[src/rtl/mem_port_arbiter_pkg.sv]
// Shared types for the poco_r unified-memory port arbiter.
package poco_mem_pkg;

    localparam int AW_DEF = 16;
    localparam int DW_DEF = 16;

    typedef enum logic {
        OWN_IF,
        OWN_DM
    } owner_t;

    typedef enum logic {
        IDLE,
        BUSY
    } state_t;

endpackage

[src/rtl/mem_port_arbiter_if.sv]
// Bundles the IF, DM and memory-side signals of the port arbiter.
// The slave modport is the arbiter's view; master is the surrounding system.
interface mem_port_arbiter_if #(
    parameter int AW = poco_mem_pkg::AW_DEF,
    parameter int DW = poco_mem_pkg::DW_DEF
) ();

    logic          if_req;
    logic [AW-1:0] if_addr;
    logic          if_gnt;
    logic          if_rvalid;
    logic [DW-1:0] if_rdata;

    logic          dm_req;
    logic          dm_we;
    logic [AW-1:0] dm_addr;
    logic [DW-1:0] dm_wdata;
    logic          dm_gnt;
    logic          dm_rvalid;
    logic [DW-1:0] dm_rdata;

    logic          mem_en;
    logic          mem_we;
    logic [AW-1:0] mem_addr;
    logic [DW-1:0] mem_wdata;
    logic [DW-1:0] mem_rdata;

    modport slave (
        input  if_req, if_addr,
        output if_gnt, if_rvalid, if_rdata,
        input  dm_req, dm_we, dm_addr, dm_wdata,
        output dm_gnt, dm_rvalid, dm_rdata,
        output mem_en, mem_we, mem_addr, mem_wdata,
        input  mem_rdata
    );

    modport master (
        output if_req, if_addr,
        input  if_gnt, if_rvalid, if_rdata,
        output dm_req, dm_we, dm_addr, dm_wdata,
        input  dm_gnt, dm_rvalid, dm_rdata,
        input  mem_en, mem_we, mem_addr, mem_wdata,
        output mem_rdata
    );

endinterface

[src/rtl/mem_port_arbiter_pick.sv]
// Combinational priority picker: DM wins ties unless the starvation guard
// forces IF through. Never asserts both grants.
module mem_arb_pick (
    input  logic if_req,
    input  logic dm_req,
    input  logic force_if,
    output logic grant_if,
    output logic grant_dm
);

    // Pick one winner from the (already issue-gated) requests
    always_comb begin
        grant_if = if_req && (!dm_req || force_if);
        grant_dm = dm_req && !(if_req && force_if);
    end

endmodule

[src/rtl/mem_port_arbiter.sv]
// Single-port memory arbiter between instruction fetch (IF) and data memory
// (DM). One access outstanding at a time; the response returns MEM_LAT cycles
// after the grant and a new grant may issue in that same response cycle.
module mem_port_arbiter
    import poco_mem_pkg::*;
#(
    parameter int AW         = AW_DEF,
    parameter int DW         = DW_DEF,
    parameter int MEM_LAT    = 1,
    parameter int STARVE_MAX = 4
) (
    input  logic               clk,
    input  logic               rst,
    mem_port_arbiter_if.slave  bus
);

    localparam int LW = (MEM_LAT > 1) ? $clog2(MEM_LAT) : 1;
    localparam int SW = (STARVE_MAX > 0) ? $clog2(STARVE_MAX + 1) : 1;
    localparam logic [LW-1:0] LAT_INIT = LW'(MEM_LAT - 1);
    localparam logic [SW-1:0] SMAX     = SW'(STARVE_MAX);

    state_t        r_state;
    owner_t        r_owner;
    logic          r_we;
    logic [LW-1:0] r_lat_cnt;
    logic [SW-1:0] r_starve_cnt;
    logic [DW-1:0] r_if_rdata;
    logic [DW-1:0] r_dm_rdata;

    logic          w_resp;
    logic          w_can_issue;
    logic          w_force_if;
    logic          w_gnt_if;
    logic          w_gnt_dm;
    logic          w_if_resp;
    logic          w_dm_resp;
    logic [DW-1:0] w_resp_data;

    // Issue window and response decode; rst suppresses both so that an
    // access granted in the reset cycle cannot be orphaned
    always_comb begin
        w_resp      = !rst && (r_state == BUSY) && (r_lat_cnt == '0);
        w_can_issue = !rst && ((r_state == IDLE) || (r_lat_cnt == '0));
        w_force_if  = (r_starve_cnt == SMAX);
        w_if_resp   = w_resp && (r_owner == OWN_IF);
        w_dm_resp   = w_resp && (r_owner == OWN_DM);
        w_resp_data = r_we ? '0 : bus.mem_rdata;
    end

    mem_arb_pick u_pick (
        .if_req   (bus.if_req & w_can_issue),
        .dm_req   (bus.dm_req & w_can_issue),
        .force_if (w_force_if),
        .grant_if (w_gnt_if),
        .grant_dm (w_gnt_dm)
    );

    // Drive memory strobes and requester responses from the current winner
    always_comb begin
        bus.if_gnt    = w_gnt_if;
        bus.dm_gnt    = w_gnt_dm;
        bus.mem_en    = w_gnt_if | w_gnt_dm;
        bus.mem_we    = w_gnt_dm & bus.dm_we;
        bus.mem_addr  = w_gnt_dm ? bus.dm_addr : (w_gnt_if ? bus.if_addr : '0);
        bus.mem_wdata = (w_gnt_dm & bus.dm_we) ? bus.dm_wdata : '0;
        bus.if_rvalid = w_if_resp;
        bus.dm_rvalid = w_dm_resp;
        bus.if_rdata  = w_if_resp ? bus.mem_rdata : r_if_rdata;
        bus.dm_rdata  = w_dm_resp ? w_resp_data : r_dm_rdata;
    end

    // Access FSM: latch owner/direction on grant and count down the latency
    always_ff @(posedge clk) begin
        if (rst) begin
            r_state   <= IDLE;
            r_owner   <= OWN_IF;
            r_we      <= 1'b0;
            r_lat_cnt <= '0;
        end else begin
            case (r_state)
                IDLE: begin
                    if (w_gnt_if || w_gnt_dm) begin
                        r_state   <= BUSY;
                        r_owner   <= w_gnt_dm ? OWN_DM : OWN_IF;
                        r_we      <= w_gnt_dm & bus.dm_we;
                        r_lat_cnt <= LAT_INIT;
                    end
                end
                BUSY: begin
                    if (r_lat_cnt != '0) begin
                        r_lat_cnt <= r_lat_cnt - LW'(1);
                    end else if (w_gnt_if || w_gnt_dm) begin
                        r_owner   <= w_gnt_dm ? OWN_DM : OWN_IF;
                        r_we      <= w_gnt_dm & bus.dm_we;
                        r_lat_cnt <= LAT_INIT;
                    end else begin
                        r_state   <= IDLE;
                    end
                end
                default: r_state <= IDLE;
            endcase
        end
    end

    // Hold the last returned word for each requester between rvalid pulses
    always_ff @(posedge clk) begin
        if (rst) begin
            r_if_rdata <= '0;
            r_dm_rdata <= '0;
        end else begin
            if (w_if_resp) r_if_rdata <= bus.mem_rdata;
            if (w_dm_resp) r_dm_rdata <= w_resp_data;
        end
    end

    // Count consecutive cycles IF waits without a grant, saturating
    always_ff @(posedge clk) begin
        if (rst) begin
            r_starve_cnt <= '0;
        end else if (!bus.if_req || w_gnt_if) begin
            r_starve_cnt <= '0;
        end else if (r_starve_cnt != SMAX) begin
            r_starve_cnt <= r_starve_cnt + SW'(1);
        end
    end

endmodule

[src/flat_wrapper.sv]
// flat-port wrapper written by rule: the top's interface ports become plain ports
module mem_port_arbiter_flat import poco_mem_pkg::*;
#(
    parameter int AW         = AW_DEF,
    parameter int DW         = DW_DEF,
    parameter int MEM_LAT    = 1,
    parameter int STARVE_MAX = 4
)
  (clk, rst, bus_if_req, bus_if_addr, bus_if_gnt, bus_if_rvalid, bus_if_rdata, bus_dm_req, bus_dm_we, bus_dm_addr, bus_dm_wdata, bus_dm_gnt, bus_dm_rvalid, bus_dm_rdata, bus_mem_en, bus_mem_we, bus_mem_addr, bus_mem_wdata, bus_mem_rdata);
  mem_port_arbiter_if #(.AW(AW), .DW(DW)) bus_i ();
  input  logic clk;
  input  logic rst;
  input wire logic [$bits(bus_i.if_req)-1:0] bus_if_req;
  input wire logic [$bits(bus_i.if_addr)-1:0] bus_if_addr;
  output wire logic [$bits(bus_i.if_gnt)-1:0] bus_if_gnt;
  output wire logic [$bits(bus_i.if_rvalid)-1:0] bus_if_rvalid;
  output wire logic [$bits(bus_i.if_rdata)-1:0] bus_if_rdata;
  input wire logic [$bits(bus_i.dm_req)-1:0] bus_dm_req;
  input wire logic [$bits(bus_i.dm_we)-1:0] bus_dm_we;
  input wire logic [$bits(bus_i.dm_addr)-1:0] bus_dm_addr;
  input wire logic [$bits(bus_i.dm_wdata)-1:0] bus_dm_wdata;
  output wire logic [$bits(bus_i.dm_gnt)-1:0] bus_dm_gnt;
  output wire logic [$bits(bus_i.dm_rvalid)-1:0] bus_dm_rvalid;
  output wire logic [$bits(bus_i.dm_rdata)-1:0] bus_dm_rdata;
  output wire logic [$bits(bus_i.mem_en)-1:0] bus_mem_en;
  output wire logic [$bits(bus_i.mem_we)-1:0] bus_mem_we;
  output wire logic [$bits(bus_i.mem_addr)-1:0] bus_mem_addr;
  output wire logic [$bits(bus_i.mem_wdata)-1:0] bus_mem_wdata;
  input wire logic [$bits(bus_i.mem_rdata)-1:0] bus_mem_rdata;
  assign bus_i.if_req = bus_if_req;
  assign bus_i.if_addr = bus_if_addr;
  assign bus_if_gnt = bus_i.if_gnt;
  assign bus_if_rvalid = bus_i.if_rvalid;
  assign bus_if_rdata = bus_i.if_rdata;
  assign bus_i.dm_req = bus_dm_req;
  assign bus_i.dm_we = bus_dm_we;
  assign bus_i.dm_addr = bus_dm_addr;
  assign bus_i.dm_wdata = bus_dm_wdata;
  assign bus_dm_gnt = bus_i.dm_gnt;
  assign bus_dm_rvalid = bus_i.dm_rvalid;
  assign bus_dm_rdata = bus_i.dm_rdata;
  assign bus_mem_en = bus_i.mem_en;
  assign bus_mem_we = bus_i.mem_we;
  assign bus_mem_addr = bus_i.mem_addr;
  assign bus_mem_wdata = bus_i.mem_wdata;
  assign bus_i.mem_rdata = bus_mem_rdata;
  mem_port_arbiter #(.AW(AW), .DW(DW), .MEM_LAT(MEM_LAT), .STARVE_MAX(STARVE_MAX)) u_core (.clk(clk), .rst(rst), .bus(bus_i));
endmodule
[config.mk]
export PLATFORM = sky130hd
export DESIGN_NAME = mem_port_arbiter_flat
export DESIGN_NICKNAME = d
export VERILOG_FILES = /design/src/rtl/mem_port_arbiter_pkg.sv /design/src/rtl/mem_port_arbiter_if.sv /design/src/rtl/mem_port_arbiter_pick.sv /design/src/rtl/mem_port_arbiter.sv /design/src/flat_wrapper.sv
export SDC_FILE = /design/constraint.sdc
export NUM_CORES = 1
export LEC_CHECK = 0
export CAP_MARGIN = 25
export CORE_ASPECT_RATIO = 0.8
export CORE_MARGIN = 2
export CORE_UTILIZATION = 42
export CTS_CLUSTER_DIAMETER = 120
export CTS_CLUSTER_SIZE = 10
export DETAILED_ROUTE_END_ITERATION = 10
export PLACE_DENSITY_LB_ADDON = 0.05
export SLEW_MARGIN = 5
export SYNTH_ARGS = -nofsm -noshare
export SYNTH_HDL_FRONTEND = slang
export SYNTH_HIERARCHICAL = 1
export SYNTH_SLANG_ARGS = --single-unit
[constraint.sdc]
create_clock -name clk -period 4.86 [get_ports clk]
set_input_delay 0.729 -clock clk [delete_from_list [all_inputs] [get_ports clk]]
set_output_delay 0.729 -clock clk [all_outputs]
set_load 0.005 [all_outputs]
==> results.toml <==
[yosys]
synthCells = 250
yosys.area_share.simple_pct = 20.69
synth.most_common_cell = "dfxtp_1"
syn_avg_cell_area_um2 = 9.894
synth-edff-count = 0
ys.flop_type = "dfxtp_1"
synth-seq-cells = 38
synthAdderAreaFrac_pct = 1.012
syn_nets = 321
yosysTopAreaCellShare_pct = 30.75
async_flop_share_pct = 0
ys_top_cells_by_area = "dfxtp_1 (31%), mux2_4 (18%), mux2i_1 (13%)"
synth.area.mux_share_pct = 31.92
ys_seq_area_share_pct = 30.75
synth_largest_area_cell = "dfxtp_1"
synth_top_family_by_area = "multiplexers"
syn-cell-area_um2 = 2474
synth_xor_area_share_pct = 0
ys_warn_count = 6
synth_compound_area_share_pct = 7.790
netlist_top_cells_count = "dfxtp_1 (38), nand2b_1 (33), mux2i_1 (32)"
ys_types = 32

[timing]
grt_setup_unrepaired = "no"
relSlewSlack_pct = 55.66
finalSetupViolCount = 0
fmax_mhz = 249.4
period_needed_ns = 4.010
setup_ws_ns = 0.8502
tightestPinTransition_ns = 0.6651
setup_tns_ns = 0
fin_crit_sh_pct = 82.51
hold_viol = 0
slew_violations = 0
fin_skew_ns = 0.007688

[clocking]
cts_tree = "yes"
cts_buffer_depth = 2
numCtsBuffers = 5
insertion_delay_ns = 0.29
postCtsSetupRepairBufs = 0
clock-sinks = 38
root_buffer = "clkbuf_8"
postCtsHoldBufs = 0
clk_pin_slew_ns = 0.08
cts_resized = 0
h-tree-depth = 2

[critical_path]
crit_type = "in2out"
worstPathRequired_ns = 4.13
startpoint_type = "input port"
cp.arrival_ns = 3.28
endpoint_kind = "output pin"
worst-path-max-fanout = 30

[final_layout]
syn_to_final_growth_pct = 60.70
antenna_cells = 0
nNetsFinal = 452
fin_util_pct = 71.55
design_area_um2 = 3975
layout.cells.non_filler = 460
fillers = 452
drive_gt1_share_pct = 13.61

[run]
drv_cap = 0

[detailed_routing]
post_drt_wl_per_cell_um = 14.94
dr.pass1.iters = 4
ant_nets = 0
routed_wl_um = 6872
drc_errors = 0
vias_per_cell = 4.896
num_vias = 2252
drtIter0Drc = 96

[floorplan]
initial_utilization_pct = 44.53
fp-row-count = 24
io_pins = 139
chipHeight_um = 72.64
die_w_um = 89.80
core_um2 = 5555
die_area_um2 = 6523

[power_and_ir_drop]
p_per_area_nw_per_um2 = 191.9
power_leakage_nw = 1.756
vdd_drop_max_mv = 0.1029

[global_route]
antenna_found_initial = 0
grt_use_total_pct = 21.27
grt_pass1_wl_um = 11230
grt_overflow = 0
grt_pass1_vias = 2372
grt_max_degree = 31

[placed_design]
post_dp_cell_area_um2 = 3880
io_buffer_count = 138
hpwl_um = 5169
pre_cts_ws_ns = 0.8408
gp_congestion = 0.7300
dp.cells = 452

[status]
status = "complete, no violations"

[worst_hold_path]
hp-class = "reg2reg"
==> kinds of logic after synthesis <==
kind of cell	count (synthesis)
multiplexers	64
adder cells (fa/ha/maj)	2
AO/OA/AOI/OAI	24
AND/OR/NAND/NOR	81
buffers and inverters	41
flip-flops	38
==> report_power, final <==
part	internal [mW]	leakage (nW)	switching [mW]	total [mW]
Clock	0.114	0.0472	0.112	0.226
Combinational	0.142	1.40	0.0650	0.207
Sequential	0.322	0.309	0.00738	0.330
Total	0.578	1.76	0.185	0.763
==> routing by layer <==
metal,vias up,global-route usage (%),part of all wire [%]
met4,0,5.128,0.67
met5,-,0,0
li1,1111,-,-
met1,1065,24.74,43
met2,71,39.73,50
met3,5,5.682,6.5
==> critical path, stage by stage <==
cell and delay [ns]:
clkdlybuf4s50_1 0.84, or3b_4 0.67, clkinv_2 0.24, mux2_2 0.27
clkdlybuf4s50_1 0.50
==> layout make-up <==
cell class / instances / area (um^2) / area share, %
clock buffer: 6 / 82.58 / 2.077
clock inverter: 2 / 12.51 / 0.3148
inverter: 23 / 87.58 / 2.203
multi-input combinational: 171 / 1523 / 38.31
sequential: 38 / 760.7 / 19.14
tap: 78 / 97.59 / 2.455
timing repair buffer: 142 / 1411 / 35.51
==> flip-flops by register name, summed over array words and instances (netlist names) <==
register and flops:
u_core/r_owner 1, u_core/r_if_rdata 16, u_core/r_starve_cnt 3, u_core/r_we 1
u_core/r_state 1, u_core/r_dm_rdata 16
==> per-stage QoR <==
step                hold WS [ns]  power, mW
floorplan                 0.4523     0.4205
global placement          0.4606     0.5410
detailed placement        0.4692     0.5443
CTS                       0.4827     0.7725
global route              0.4970     0.7992
finish                    0.4832     0.7628
==> placed cells by master, fill, tap and decap left out, drive strengths merged, types with 3 or more instances in the layout <==
cell           synthesis  routed
buf                   10       4
dfxtp                 38      38
mux2                  32      32
inv                   22      22
nand2b                33      33
or3b                   3       3
mux2i                 32      32
a21oi                  4       4
a22o                  16      16
clkbuf                 8       6
nor2b                 20      20
and3                  16      16
clkdlybuf4s50          0     138
==> path summary, 6_finish.rpt <==
kind                                              from               endpoint  slack [ns]  depth (start not counted)
worst min-delay path             u_core/r_dm_rdata[11]  u_core/r_dm_rdata[11]        0.48                          2
worst max-delay path                               rst        bus_if_rdata[3]        0.85                          5
worst max register to register  u_core/r_starve_cnt[0]            u_core/r_we        2.87                          7
worst min register to register   u_core/r_dm_rdata[11]  u_core/r_dm_rdata[11]        0.48                          2
No activity file was read; power rests on OpenSTA's default activity.
